File: config.mk
export PLATFORM = sky130hd
export DESIGN_NAME = prga_decrypt_fsm
export DESIGN_NICKNAME = d
export VERILOG_FILES = /design/src/rtl/rc4_pkg.sv /design/src/rtl/prga_decrypt_fsm.sv
export SDC_FILE = /design/constraint.sdc
export NUM_CORES = 1
export LEC_CHECK = 0
export BUFFER_PORTS_ARGS = -buffer_cell sky130_fd_sc_hd__buf_4
export CORE_MARGIN = 4
export CORE_UTILIZATION = 24
export CTS_CLUSTER_DIAMETER = 50
export DETAILED_ROUTE_END_ITERATION = 8
export GPL_TIMING_DRIVEN = 0
export PLACE_DENSITY = 0.43
export RECOVER_POWER = 50
export SKIP_CTS_REPAIR_TIMING = 1
export SLEW_MARGIN = 10
export SYNTH_ARGS = -nofsm -noshare
export SYNTH_HDL_FRONTEND = slang
export SYNTH_SLANG_ARGS = --single-unit
export TNS_END_PERCENT = 1
File: constraint.sdc
create_clock -name clk -period 2.3 [get_ports clk]
set_clock_uncertainty 0.15 [all_clocks]
set_input_delay 0 -clock clk [delete_from_list [all_inputs] [get_ports clk]]
set_output_delay 0 -clock clk [all_outputs]
set_load 0.02 [all_outputs]
File: src/rtl/rc4_pkg.sv
// Shared RC4 definitions used by the key-scheduling and pseudo-random generation machines.
//   S_DEPTH       : number of entries in the S permutation memory
//   rc4_byte_t    : 8-bit data type used throughout the RC4 datapaths
//   prga_state_t  : state encoding of the PRGA decrypt machine
//   is_plain_char : true for bytes accepted as plaintext (space or lower-case letter)
package rc4_pkg;

   localparam int unsigned S_DEPTH = 256;

   typedef logic [7:0] rc4_byte_t;

   typedef enum logic [3:0] {
      StIdle,
      StRdI,
      StWtI,
      StRdJ,
      StWtJ,
      StWrI,
      StWrJ,
      StRdF,
      StWtF,
      StWrOut,
      StDone
   } prga_state_t;

   function automatic logic is_plain_char(rc4_byte_t b);
      return (b == 8'h20) || ((b >= 8'h61) && (b <= 8'h7a));
   endfunction

endpackage

File: src/rtl/prga_decrypt_fsm.sv
// RC4 pseudo-random generation stage. Runs after key scheduling: generates the keystream from
// the S memory, XORs it with the encrypted-message ROM and writes plaintext to the RAM.
// Nine cycles per byte; done is sticky until reset_n.
//
// Optional feature (macro PRGA_VALID_CHECK_EN): a plaintext byte that is neither space nor
// 'a'..'z' is not written; the machine stops with done=1 and key_fail=1 (sticky).
// Without the macro key_fail is tied low and every byte is written.
//
// Ports:
//   clk          system clock
//   reset_n      synchronous active-low reset
//   start        level; key scheduling complete, begin decryption
//   s_q          S memory read data (1-cycle latency)
//   s_address    S memory address
//   s_data       S memory write data
//   s_wren       S memory write enable
//   rom_address  encrypted-message ROM address
//   rom_q        encrypted byte (1-cycle latency)
//   ram_address  decrypted-message RAM address
//   ram_data     plaintext byte
//   ram_wren     RAM write enable
//   done         decryption finished (sticky)
//   key_fail     plaintext check failed (sticky)
module prga_decrypt_fsm
   import rc4_pkg::*;
#(
   parameter int unsigned MSG_LEN = 32,
   parameter int unsigned MSG_AW  = 5
) (
   input  logic              clk,
   input  logic              reset_n,
   input  logic              start,
   input  logic [7:0]        s_q,
   output logic [7:0]        s_address,
   output logic [7:0]        s_data,
   output logic              s_wren,
   output logic [MSG_AW-1:0] rom_address,
   input  logic [7:0]        rom_q,
   output logic [MSG_AW-1:0] ram_address,
   output logic [7:0]        ram_data,
   output logic              ram_wren,
   output logic              done,
   output logic              key_fail
);

   localparam logic [MSG_AW-1:0] KLast = MSG_AW'(MSG_LEN - 1);

   prga_state_t state_q, state_d;
   rc4_byte_t   i_q, i_d;
   rc4_byte_t   j_q, j_d;
   rc4_byte_t   si_q, si_d;
   rc4_byte_t   sj_q, sj_d;
   rc4_byte_t   f_q, f_d;
   rc4_byte_t   enc_q, enc_d;
   logic [MSG_AW-1:0] k_q, k_d;
   rc4_byte_t   plain;

   assign plain = f_q ^ enc_q;

`ifdef PRGA_VALID_CHECK_EN
   logic key_fail_q, key_fail_d;
   assign key_fail = key_fail_q;
`else
   assign key_fail = 1'b0;
`endif

   always_ff @(posedge clk) begin
      if (!reset_n) begin
         state_q <= StIdle;
         i_q     <= '0;
         j_q     <= '0;
         k_q     <= '0;
         si_q    <= '0;
         sj_q    <= '0;
         f_q     <= '0;
         enc_q   <= '0;
`ifdef PRGA_VALID_CHECK_EN
         key_fail_q <= 1'b0;
`endif
      end else begin
         state_q <= state_d;
         i_q     <= i_d;
         j_q     <= j_d;
         k_q     <= k_d;
         si_q    <= si_d;
         sj_q    <= sj_d;
         f_q     <= f_d;
         enc_q   <= enc_d;
`ifdef PRGA_VALID_CHECK_EN
         key_fail_q <= key_fail_d;
`endif
      end
   end

   always_comb begin
      state_d     = state_q;
      i_d         = i_q;
      j_d         = j_q;
      k_d         = k_q;
      si_d        = si_q;
      sj_d        = sj_q;
      f_d         = f_q;
      enc_d       = enc_q;
`ifdef PRGA_VALID_CHECK_EN
      key_fail_d  = key_fail_q;
`endif
      s_address   = '0;
      s_data      = '0;
      s_wren      = 1'b0;
      rom_address = '0;
      ram_address = '0;
      ram_data    = '0;
      ram_wren    = 1'b0;
      done        = 1'b0;

      unique case (state_q)
         StIdle: begin
            if (start) begin
               i_d     = '0;
               j_d     = '0;
               k_d     = '0;
               state_d = StRdI;
            end
         end
         StRdI: begin
            s_address = i_q + 8'd1;
            i_d       = i_q + 8'd1;
            state_d   = StWtI;
         end
         StWtI: begin
            // s_q holds S[i] for the already-incremented i
            s_address = i_q;
            si_d      = s_q;
            j_d       = j_q + s_q;
            state_d   = StRdJ;
         end
         StRdJ: begin
            s_address = j_q;
            state_d   = StWtJ;
         end
         StWtJ: begin
            sj_d    = s_q;
            state_d = StWrI;
         end
         StWrI: begin
            s_address = i_q;
            s_data    = sj_q;
            s_wren    = 1'b1;
            state_d   = StWrJ;
         end
         StWrJ: begin
            s_address = j_q;
            s_data    = si_q;
            s_wren    = 1'b1;
            state_d   = StRdF;
         end
         StRdF: begin
            // Sum of pre-swap values equals sum of post-swap values
            s_address   = si_q + sj_q;
            rom_address = k_q;
            state_d     = StWtF;
         end
         StWtF: begin
            f_d     = s_q;
            enc_d   = rom_q;
            state_d = StWrOut;
         end
         StWrOut: begin
            ram_address = k_q;
            ram_data    = plain;
            ram_wren    = 1'b1;
            if (k_q == KLast) begin
               state_d = StDone;
            end else begin
               k_d     = k_q + MSG_AW'(1);
               state_d = StRdI;
            end
`ifdef PRGA_VALID_CHECK_EN
            if (!is_plain_char(plain)) begin
               ram_wren   = 1'b0;
               key_fail_d = 1'b1;
               k_d        = k_q;
               state_d    = StDone;
            end
`endif
         end
         StDone: begin
            done = 1'b1;
         end
         default: begin
            state_d = StIdle;
         end
      endcase
   end

endmodule

==> results.cfg, run 1 <==
[pwr]
combPwrFrac_pct = 12.9
leakagePower_nw = 1.73
power_mw = 2.69
power_frac_seq_pct = 38.5
pwr-share-clk_pct = 48.6
power.density_mw_per_mm2 = 574
swShare_pct = 26.2
p_sw_mw = 0.703
p_int_mw = 1.98
vdd_drop_max_mv = 0.331

[clocking]
cts.htree.levels = 3
clock_path_buffers = 2
numCtsBuffers = 9
clock_latency_ns = 0.33
cts_root_buf = clkbuf_16
cts_tree = built
clkSlewWorstSetupHoldPaths_ns = 0.05
clkSinkCount = 57

[final_layout]
stdcell_count = 724
drive_gt1_share_pct = 15.9
fillCellCount = 1593
final_cell_mix = nand2_1, dfxtp_1, buf_4, a21boi_0, nor2_1
nets = 573
multi_input_area_mm2 = 0.00231
post-route-util_pct = 32.2
register_area_mm2 = 0.00115
area_growth_pct = 31.4
final_common_cell = nand2_1
diodes = 0

[floorplanning]
core_mm2 = 0.0145
initial_core_util_pct = 24.5
ios = 57
die_h_um = 130
dieWidth_um = 130
die_area_mm2 = 0.0169
rows = 44

[worst_hold_path]
hold_path.class = reg2reg

[timing]
rsz0062_at_grt = true
period_needed_ns = 2.29
finalCritPeriodShare_pct = 99.5
hold_violations = 0
slew_violations = 0
max_freq_mhz = 437
tightest_slew_ns = 0.764
slew_headroom_pct = 48.6
setup_viol = 0

[critical_path]
path_max_fanout = 3
cpPeakStageDelay_ns = 0.37
worstSetupEndpointType = output pin
required_ns = 2.15
path_class = reg2out
critPathLaunchType = flip-flop
cp.arrival_ns = 2.14
crit_path_cell_trace = ha_4 -> inv_1 -> fa_2 -> nor2b_1 -> o21ai_2 -> a21oi_2 -> mux2i_1 -> a2111o_1 -> buf_6
critPathSlowestCell = dfxtp_4

[grt]
antenna_found_initial = 0
grt_overflow = 0
grt.total_usage_pct = 13.4
grt_pass1_vias = 3188
grt_start_max_net_pins = 11
grt_pass1_wl_mm = 17.6

[logic_synthesis]
synth_area_mm2 = 0.00356
synth_top_family_by_area = simple AND/OR/NAND/NOR gates
synthXorXnorAreaFrac_pct = 4.92
ys.flop_type = dfxtp_1
synth_fp_nets = 491
muxShareOfSynthArea_pct = 1.12
avgSynthCellArea_um2 = 7.86
yosys_warnings = 0
ys_types = 56
synthArstFlopShare_pct = 0
yosys.area_share.simple_pct = 27.5
synth-compound-area-share_pct = 23.1
synthAdderAreaFrac_pct = 7.10
seq_area_frac_synth_pct = 32.0
synth-edff-count = 0
syn_inst = 453
synth_seq_cells = 57

[outcome]
status = finished clean

[detailed_routing]
drt_iter0_drc = 176
wirelength_mm = 11.0
drtAntennaViolNets = 0
wl_per_cell_um = 15.3
drc = 0
via_per_inst = 4.72
dr.pass1.iters = 4
vias = 3415

[placed_design]
place_congestion = 0.818
dp_hpwl_mm = 8.47
numPortBuffers = 55
place_inst = 692

[run]
drv_cap = 0
[final cells by class]
cell class	instances	area share [%]
multi-input combinational	360	49.3
sequential	57	24.5
timing repair buffer	73	12.0
clock buffer	11	4.97
tap	184	4.92
buffer	24	2.27
clock inverter	5	1.20
inverter	10	0.802
[cells in the mapped netlist (4+ instances only)]
| master | n | area share [%] |
|---|---|---|
| a22oi_1 | 11 | 2.3 |
| xnor2_1 | 12 | 3.0 |
| and2_1 | 13 | 2.3 |
| o21ai_0 | 21 | 3.0 |
| ha_1 | 17 | 6.0 |
| nand3_1 | 15 | 2.1 |
| xor2_1 | 8 | 2.0 |
| a21oi_1 | 13 | 1.8 |
| mux2i_1 | 4 | 1.1 |
| nor2_1 | 28 | 3.0 |
| nand2_1 | 84 | 8.9 |
| nand4_1 | 9 | 1.6 |
| buf_2 | 7 | 0.98 |
| a211oi_1 | 4 | 0.84 |
| inv_1 | 9 | 0.95 |
| nor2b_1 | 9 | 1.6 |
| a21boi_1 | 10 | 2.1 |
| and3_1 | 7 | 1.2 |
| clkbuf_1 | 18 | 1.9 |
| nor3_1 | 5 | 0.70 |
| dfxtp_1 | 57 | 32 |
| nand2b_1 | 7 | 1.2 |
| a21boi_0 | 32 | 6.7 |
[flip-flops by register name, summed over array words and instances, names as in the netlist]
register,count
enc_q,8
f_q,8
i_q,8
j_q,8
k_q,5
si_q,8
sj_q,8
state_q,4
[per-layer routing]
metal / part of all wire, % / GRT usage, % / routed length (µm) / up-vias
met5: 0 / 0 / 0 / -
met4: 1.1 / 3.12 / 127 / 0
met3: 4.3 / 3.11 / 470 / 11
met2: 45 / 20.5 / 5020 / 59
met1: 49 / 19.3 / 5430 / 1582
li1: - / - / - / 1763
[metrics by stage]
stage                     TNS [ns]  hold WS [ns]  cell area, µm²  worst slack (ns)
after floorplan                  0       -0.0152            3560             0.278
after global placement           0         0.109            4210           0.00484
after detailed placement         0         0.116            4210           0.00233
after CTS                   -0.779        -0.238            4490            -0.354
after global routing        -0.399         0.339            4680           -0.0935
final                            0         0.315            4680            0.0121
[worst max-delay path, delay by kind of cell (launching register included)]
kind,cells,cell delay [ns]
adder cells (fa/ha/maj),2,0.47
AND/OR/NAND/NOR,1,0.14
flip-flops,1,0.37
AO/OA/AOI/OAI,3,0.55
multiplexers,1,0.09
buffers and inverters,2,0.19
[power groups by stage]
| stage | registers, mW | clock network [mW] | logic (mW) |
|---|---|---|---|
| after global placement | 1.05 | 0 | 0.318 |
| after detailed placement | 1.05 | 0 | 0.318 |
| after global routing | 1.04 | 1.39 | 0.387 |
| final | 1.04 | 1.30 | 0.347 |
| after CTS | 1.03 | 1.35 | 0.320 |
| after floorplan | 1.05 | 0 | 0.204 |
[cells by family after synthesis]
kind of cell | Yosys count
AOI/OAI and AO/OA | 119
xor gates and xnor gates | 20
adders and majority gates | 19
buffers and inverters | 36
DFF | 57
muxes | 4
other | 1
and+or+nand+nor | 197
[worst paths after layout]
kind	from	to	cells after the start	slack [ns]
setup / recovery	si_q[0]$_SDFFE_PN0P_	s_address[6]	9	0.01
hold / removal	enc_q[7]$_SDFFE_PN0P_	enc_q[7]$_SDFFE_PN0P_	2	0.31
hold reg to reg	enc_q[7]$_SDFFE_PN0P_	enc_q[7]$_SDFFE_PN0P_	2	0.31
setup reg to reg	j_q[0]$_SDFFE_PN0P_	j_q[6]$_SDFFE_PN0P_	7	0.22
Note: power is estimated with default switching activity, not from simulation.
==> inputs of run 2 (changes only) <==
--- a/config.mk
+++ b/config.mk
@@ -7,4 +7,5 @@
 export LEC_CHECK = 0
 export BUFFER_PORTS_ARGS = -buffer_cell sky130_fd_sc_hd__buf_4
+export CAP_MARGIN = 25
 export CORE_MARGIN = 4
 export CORE_UTILIZATION = 24
==> constraint.sdc (replaced) <==
create_clock -name clk -period 2.55 [get_ports clk]
set_clock_uncertainty 0.15 [all_clocks]
set_input_delay 0 -clock clk [delete_from_list [all_inputs] [get_ports clk]]
set_output_delay 0 -clock clk [all_outputs]
set_load 0.01 [all_outputs]
==> results.cfg, run 2 (synthesized netlist as in run 1, its figures left out) <==
[placed_design]
place_inst = 692
numPortBuffers = 55
dp_hpwl_mm = 8.47
place_congestion = 0.818
pre_cts_ws_ns = 0.266

[critical_path]
worstSetupEndpointType = output pin
reg2reg_from = state_q[3]$_SDFFE_PN0P_
r2r_end = enc_q[6]$_SDFFE_PN0P_
path_max_fanout = 3
path_class = reg2out
cp.arrival_ns = 2.27
critPathLaunchType = flip-flop
required_ns = 2.40
reg2reg_depth = 6
r2r_slack_ns = 0.40

[clocking]
numCtsBuffers = 9
clkSlewWorstSetupHoldPaths_ns = 0.05
clock_path_buffers = 2
clkSinkCount = 57
cts.htree.levels = 3
cts_tree = built
clock_latency_ns = 0.33
cts_root_buf = clkbuf_16

[worst_hold_path]
hold_path_depth = 2
min-delay-start = enc_q[7]$_SDFFE_PN0P_
whs_endpoint = enc_q[7]$_SDFFE_PN0P_
hold_path.class = reg2reg

[timing]
slew_headroom_pct = 47.4
slew_violations = 0
setup_viol = 0
tightest_slew_ns = 0.782
setup_ws_ns = 0.128
rsz0062_at_grt = false
max_freq_mhz = 413
finalCritPeriodShare_pct = 95.0
period_needed_ns = 2.42
hold_violations = 0

[floorplanning]
ios = 57
initial_core_util_pct = 24.5
rows = 44
dieWidth_um = 130
core_mm2 = 0.0145
die_area_mm2 = 0.0169
die_h_um = 130

[final_layout]
fillCellCount = 1595
final_cell_mix = nand2_1, dfxtp_1, buf_4, a21boi_0, clkbuf_1
stdcell_count = 726
diodes = 0
nets = 575
drive_gt1_share_pct = 14.6
final_common_cell = nand2_1
area_growth_pct = 30.1

[detailed_routing]
wl_per_cell_um = 15.2
drc = 0
via_per_inst = 4.73
vias = 3435
dr.pass1.iters = 4
wirelength_mm = 11.0
drtAntennaViolNets = 0
drt_iter0_drc = 165

[grt]
grt_pass1_wl_mm = 17.6
grt.total_usage_pct = 13.4
antenna_found_initial = 0
grt_start_max_net_pins = 11
grt_overflow = 0
grt_pass1_vias = 3188

[outcome]
status = finished clean

[pwr]
power.density_mw_per_mm2 = 521
power_mw = 2.41
leakagePower_nw = 1.72
vdd_drop_max_mv = 0.292

[run]
drv_cap = 0
[run 2: cell count changes in the layout (fill, tap and decap cells not counted), moves of 2 or more]
cell and delta:
buf_2 +2, clkbuf_1 +5, buf_4 -3, dfxtp_1 +2
[run 2: report_power, final]
group / internal (mW) / switching [mW] / total, mW
logic: 0.122 / 0.183 / 0.305
clock network: 0.754 / 0.423 / 1.18
registers: 0.911 / 0.0227 / 0.933
[run 2: layout make-up]
type | count | area [µm²] | area share (%)
buffer | 26 | 113 | 2.43
clock buffer | 11 | 233 | 5.02
clock inverter | 5 | 56.3 | 1.21
inverter | 10 | 37.5 | 0.810
multi-input combinational | 360 | 2280 | 49.1
sequential | 57 | 1140 | 24.7
tap | 184 | 230 | 4.97
timing repair buffer | 73 | 544 | 11.7
[run 2: routing by layer]
layer / wire length [µm] / vias to the layer above / track usage (%)
li1: - / 1767 / -
met2: 4990 / 66 / 20.5
met5: 0 / - / 0
met4: 111 / 0 / 3.12
met3: 530 / 9 / 3.11
met1: 5410 / 1593 / 19.3
[run 2: per-stage QoR]
stage,instance area (µm²),setup TNS (ns),util (%),hold WS [ns]
5_1_grt,4630,0,31.9,0.339
4_1_cts,4490,-0.0903,30.9,-0.238
6_report,4630,0,31.9,0.315
3_5_place_dp,4210,0,28.9,0.116
3_3_place_gp,4210,0,28.9,0.109
2_1_floorplan,3560,0,-,-0.0152
[run 2: critical path, cell delays in order (launching register included)]
cell and delay, ns:
dfxtp_2 0.35, ha_2 0.18, inv_1 0.05, fa_2 0.34
nor2b_1 0.14, o21ai_2 0.08, a21oi_2 0.15, mux2i_1 0.09
a2111o_1 0.40, buf_4 0.15
[run 2: worst max path at each step]
stage                               to  slack [ns]  cells past startpoint                  from
after global placement    s_address[6]        0.27                      9  si_q[0]$_SDFFE_PN0P_
after CTS                 s_address[6]       -0.09                      9  si_q[0]$_SDFFE_PN0P_
after detailed placement  s_address[6]        0.27                      9  si_q[0]$_SDFFE_PN0P_
final                     s_address[6]        0.13                      9  si_q[0]$_SDFFE_PN0P_
after floorplan           s_address[6]        0.58                      8  si_q[0]$_SDFFE_PN0P_
after global routing      s_address[7]       0.006                      7  si_q[1]$_SDFFE_PN0P_
